[src/rtl/mux2_arb.sv]
// Two-requester burst arbiter that feeds one registered 8-bit output stage.
// Grants alternate on ties and after a requester reaches the MAXBURST limit.
module mux2_arb #(
  parameter int unsigned MAXBURST = 4
) (
  input  logic       clk,
  input  logic       rst_n,
  input  logic       req0,
  input  logic [7:0] d0,
  input  logic       req1,
  input  logic [7:0] d1,
  input  logic       rdy,
  output logic       gnt0,
  output logic       gnt1,
  output logic       s,
  output logic [7:0] y,
  output logic       vld
);

  localparam int unsigned CNT_W = 4;
  localparam int unsigned DAT_W = 8;
  localparam logic [CNT_W-1:0] CNT_LAST = CNT_W'(MAXBURST - 1);

  typedef enum logic [1:0] {
    IDLE = 2'd0,
    OWN0 = 2'd1,
    OWN1 = 2'd2
  } state_e;

  state_e             state_q, state_d;
  logic [CNT_W-1:0]   cnt_q, cnt_d;
  logic               last_q, last_d;
  logic               hand_q, hand_d;
  logic               gnt0_q, gnt0_d;
  logic               gnt1_q, gnt1_d;
  logic               s_q, s_d;
  logic [DAT_W-1:0]   y_q, y_d;
  logic               vld_q, vld_d;

  logic free_c, acc0_c, acc1_c;

  // State and output registers; reset makes requester 0 win the first tie.
  always_ff @(posedge clk or negedge rst_n) begin
    if (!rst_n) begin
      state_q <= IDLE;
      cnt_q   <= '0;
      last_q  <= 1'b1;
      hand_q  <= 1'b0;
      gnt0_q  <= 1'b0;
      gnt1_q  <= 1'b0;
      s_q     <= 1'b0;
      y_q     <= '0;
      vld_q   <= 1'b0;
    end else begin
      state_q <= state_d;
      cnt_q   <= cnt_d;
      last_q  <= last_d;
      hand_q  <= hand_d;
      gnt0_q  <= gnt0_d;
      gnt1_q  <= gnt1_d;
      s_q     <= s_d;
      y_q     <= y_d;
      vld_q   <= vld_d;
    end
  end

  // hand_q blocks the first grant cycle after a burst-limit handover.
  always_comb begin
    state_d = state_q;
    cnt_d   = cnt_q;
    last_d  = last_q;
    hand_d  = 1'b0;
    s_d     = s_q;
    y_d     = y_q;
    vld_d   = vld_q;

    free_c = !vld_q || rdy;
    acc0_c = (state_q == OWN0) && req0 && free_c && !hand_q;
    acc1_c = (state_q == OWN1) && req1 && free_c && !hand_q;

    unique case (state_q)
      IDLE: begin
        if (req0 && req1) begin
          state_d = last_q ? OWN0 : OWN1;
        end else if (req0) begin
          state_d = OWN0;
        end else if (req1) begin
          state_d = OWN1;
        end
      end
      OWN0: begin
        if (!req0) begin
          state_d = req1 ? OWN1 : IDLE;
        end else if (acc0_c && (cnt_q == CNT_LAST) && req1) begin
          state_d = OWN1;
          hand_d  = 1'b1;
        end
      end
      OWN1: begin
        if (!req1) begin
          state_d = req0 ? OWN0 : IDLE;
        end else if (acc1_c && (cnt_q == CNT_LAST) && req0) begin
          state_d = OWN0;
          hand_d  = 1'b1;
        end
      end
      default: state_d = IDLE;
    endcase

    // Burst count restarts on any ownership change and wraps at the limit.
    if (state_d != state_q) begin
      cnt_d = '0;
    end else if (acc0_c || acc1_c) begin
      cnt_d = (cnt_q == CNT_LAST) ? '0 : cnt_q + CNT_W'(1);
    end

    if ((state_d == OWN0) && (state_q != OWN0)) begin
      last_d = 1'b0;
    end else if ((state_d == OWN1) && (state_q != OWN1)) begin
      last_d = 1'b1;
    end

    if (acc0_c) begin
      y_d   = d0;
      s_d   = 1'b0;
      vld_d = 1'b1;
    end else if (acc1_c) begin
      y_d   = d1;
      s_d   = 1'b1;
      vld_d = 1'b1;
    end else if (vld_q && rdy) begin
      vld_d = 1'b0;
    end

    gnt0_d = (state_d == OWN0);
    gnt1_d = (state_d == OWN1);
  end

  assign gnt0 = gnt0_q;
  assign gnt1 = gnt1_q;
  assign s    = s_q;
  assign y    = y_q;
  assign vld  = vld_q;

endmodule
[config.mk]
export PLATFORM = sky130hd
export DESIGN_NAME = mux2_arb
export DESIGN_NICKNAME = d
export VERILOG_FILES = /design/src/rtl/mux2_arb.sv
export SDC_FILE = /design/constraint.sdc
export NUM_CORES = 1
export LEC_CHECK = 0
export ABC_CLOCK_PERIOD_IN_PS = 5190
export CAP_MARGIN = 20
export CORE_ASPECT_RATIO = 0.7
export CORE_MARGIN = 2
export CORE_UTILIZATION = 51
export DETAILED_ROUTE_END_ITERATION = 12
export PLACE_DENSITY = 0.84
export REMOVE_ABC_BUFFERS = 1
export SKIP_LAST_GASP = 1
export SLEW_MARGIN = 20
export SYNTH_ARGS = -nofsm -noshare
export SYNTH_HDL_FRONTEND = slang
export SYNTH_SLANG_ARGS = --single-unit
[constraint.sdc]
create_clock -name clk -period 5.19 [get_ports clk]
set_clock_uncertainty 0.1 [all_clocks]
set_input_delay 0.519 -clock clk [delete_from_list [all_inputs] [get_ports clk]]
set_output_delay 0.519 -clock clk [all_outputs]
set_load 0.05 [all_outputs]
==> summary.txt <==
Run status
  • Outcome: complete, no violations

Detailed routing
  • ANT nets after route: 0
  • Drt initial violations: 60
  • Final wirelength: 2827 µm
  • Via count: 1,038
  • DR vias/cell: 5.435
  • Detailed Routing Iterations Pass 1: 4
  • # DRC: 0
  • Routed WL per cell: 14.80 µm

Placement
  • Dpl cells: 187
  • IO Port Bufs: 32
  • Final Wtd Congestion: 0.8810
  • Final HPWL DP: 2224 µm

STA
  • Final setup viols: 0
  • Tmin final: 2.371 ns
  • Slew Viols, Final: 0
  • Crit share post-route: 45.69%
  • RSZ-0062 raised after global routing: false
  • Hold Vio Cnt, Final: 0
  • Worst-Margin Slew: 0.8627 ns
  • Worst slew margin: 42.31%
  • Setup TNS Final: 0 ns
  • Fmax achieved: 421.7 MHz
  • Worst hold margin: 0.4197 ns

Clocking
  • Worst skew pair latency: 0.31 ns
  • Post-CTS setup buffers: 0
  • CTS H-tree lvls: 1
  • CTS tree: done
  • Number of buffers created by CTS: 3
  • Deepest clock path buffer count: 2
  • Post-CTS sizing: 0
  • CTS Sinks: 20
  • Post-CTS Hold Buffers: 0
  • Clk slew on worst S/H paths: 0.11 ns
  • Clock root cell: clkbuf_4

GRT
  • Number of global-route vias before repair: 979
  • Pin count of the biggest net entering global routing: 21
  • First-pass GRT wire length: 4498 µm
  • Initial antenna violation count: 0
  • Grt total ovfl: 0
  • GRT Util Overall: 21.03%

Power
  • VDD IR max: 0.2369 mV
  • Pleak: 0.6625 nW
  • Pwr Density: 566.4 mW/mm²
  • Final Power: 0.0009099 W

Floorplan
  • Starting Density: 55.44%
  • Die width: 62.55 µm
  • Die Area: 0.002813 mm²
  • Top-Level Pins: 33
  • Die height: 44.98 µm
  • Core area: 0.002207 mm²
  • Rows: 14

Logic synthesis
  • Yosys cell types: 38
  • Cells after synthesis: 125
  • Register area share after synthesis: 41.00%
  • Ys Warns: 0
  • Syn_area_per_cell: 9.789 µm²
  • Post-Syn Area: 0.001224 mm²
  • Seq cells post-synth: 20
  • Yosys top cell area share: 38.85%
  • Cell taking the most area after synthesis: dfrtp_1
  • Synth area leaders: dfrtp_1, mux2i_1, o21ai_0, ha_1, nand2_1

Critical path
  • Max FO, Critical Path: 7
  • Crit path DAT: 2.45 ns
  • Worst endpoint required time: 5.27 ns
  • Critical path type: reg -> reg
  • Setup crit end kind: register
  • Critical path launch point type: register

Cells and area
  • Most frequent cells in the layout: clkdlybuf4s50_1, dfrtp_1, nand2_1
  • Synthesis-to-finish area growth: 31.29%
  • Cell Count, Final, Fillers Out: 191
  • Max reg flops: 8
  • Nets: 186
  • Layout cell share with drive strength beyond 1: 11.32%
  • # fillers: 175
  • Diodes inserted: 0
  • Commonest non-fill, non-tap cell in the layout: clkdlybuf4s50_1
  • Utilization after layout: 72.79%

Job
  • Maxcap violations: 0

Worst hold path
  • Hold crit path type: reg -> reg
## layer usage
layer,share of wire [%],global-route usage [%],vias to the layer above
li1,-,-,515
met4,0.67,4.000,0
met3,5.0,5.985,2
met2,49,36.99,28
met5,0,0,-
met1,45,26.90,493
## layout make-up
class / count / area (µm²) / share of cell area, %
Clock buffer: 4 / 36.28 / 2.259
Inverter: 3 / 11.26 / 0.7009
Multi-Input combinational cell: 98 / 681.9 / 42.45
Sequential cell: 20 / 501.7 / 31.23
Tap cell: 32 / 40.04 / 2.492
Timing Repair Buffer: 34 / 335.3 / 20.87
## power by group
group	internal (W)	total [W]	switching (W)	leakage, nW
logic	0.000223	0.000556	0.000333	0.388
clock network	0.0000429	0.0000890	0.0000461	0.0210
registers	0.000219	0.000265	0.0000465	0.254
## path summary, 6_finish.rpt
check | from | endpoint | slack (ns) | cells after the start
max | state_q[0] | cnt_q[0] | 2.82 | 7
min | s | s | 0.42 | 2
max reg2reg | state_q[0] | cnt_q[0] | 2.82 | 7
min reg2reg | s | s | 0.42 | 2
max in group asynchronous | rst_n | cnt_q[3] | 3.86 | 1
min in group asynchronous | rst_n | state_q[0] | 0.59 | 1
## kinds of logic (layout without fill, tap and decap cells)
logic type / Yosys count / after routing / share of synthesized area (%)
AO/OA/AOI/OAI: 25 / 25 / 14.42
AND/OR/NAND/NOR: 54 / 54 / 24.44
multiplexers: 13 / 13 / 11.04
adder cells (fa/ha/maj): 5 / 5 / 5.112
flip-flops: 20 / 20 / 41.00
XOR/XNOR: 1 / 1 / 0.7159
buffers and inverters: 7 / 41 / 3.272
## through the flow
stage                     worst slack (ns)  cell area [µm²]
after floorplan                      2.803             1195
after global placement               2.597             1570
after detailed placement             2.552             1570
after CTS                            2.820             1607
after global routing                 2.729             1607
final                                2.819             1607
## synth_stat cells
library cell,instances
inv_1,3
buf_6,1
or2b_2,1
and2b_1,1
and2b_2,1
nor4b_1,1
nand2b_1,1
nor3_1,9
nand4_1,3
or2_2,1
or3b_1,1
or2b_1,1
mux2i_1,12
and2_1,3
nand2_1,14
and3b_2,1
xor2_1,1
o21ai_0,13
dfstp_2,1
o211ai_2,1
buf_4,1
nor2_1,7
buf_2,2
nor2b_1,5
a21oi_1,1
a31oi_1,3
dfrtp_1,19
nor3b_1,1
a221oi_2,1
o2bb2a_4,1
o31ai_1,2
a22oi_1,2
o21ba_2,1
and3_2,1
mux2_4,1
or4b_1,1
and2_4,1
ha_1,5
## critical path, stage by stage (launching register included)
cell and delay [ns]:
dfrtp_1 0.51, inv_1 0.13, ha_1 0.31, mux2_4 0.30
a221oi_2 0.21, or4b_1 0.48, o211ai_2 0.11, nor3_1 0.08
Note: power is estimated with default switching activity, not from simulation.
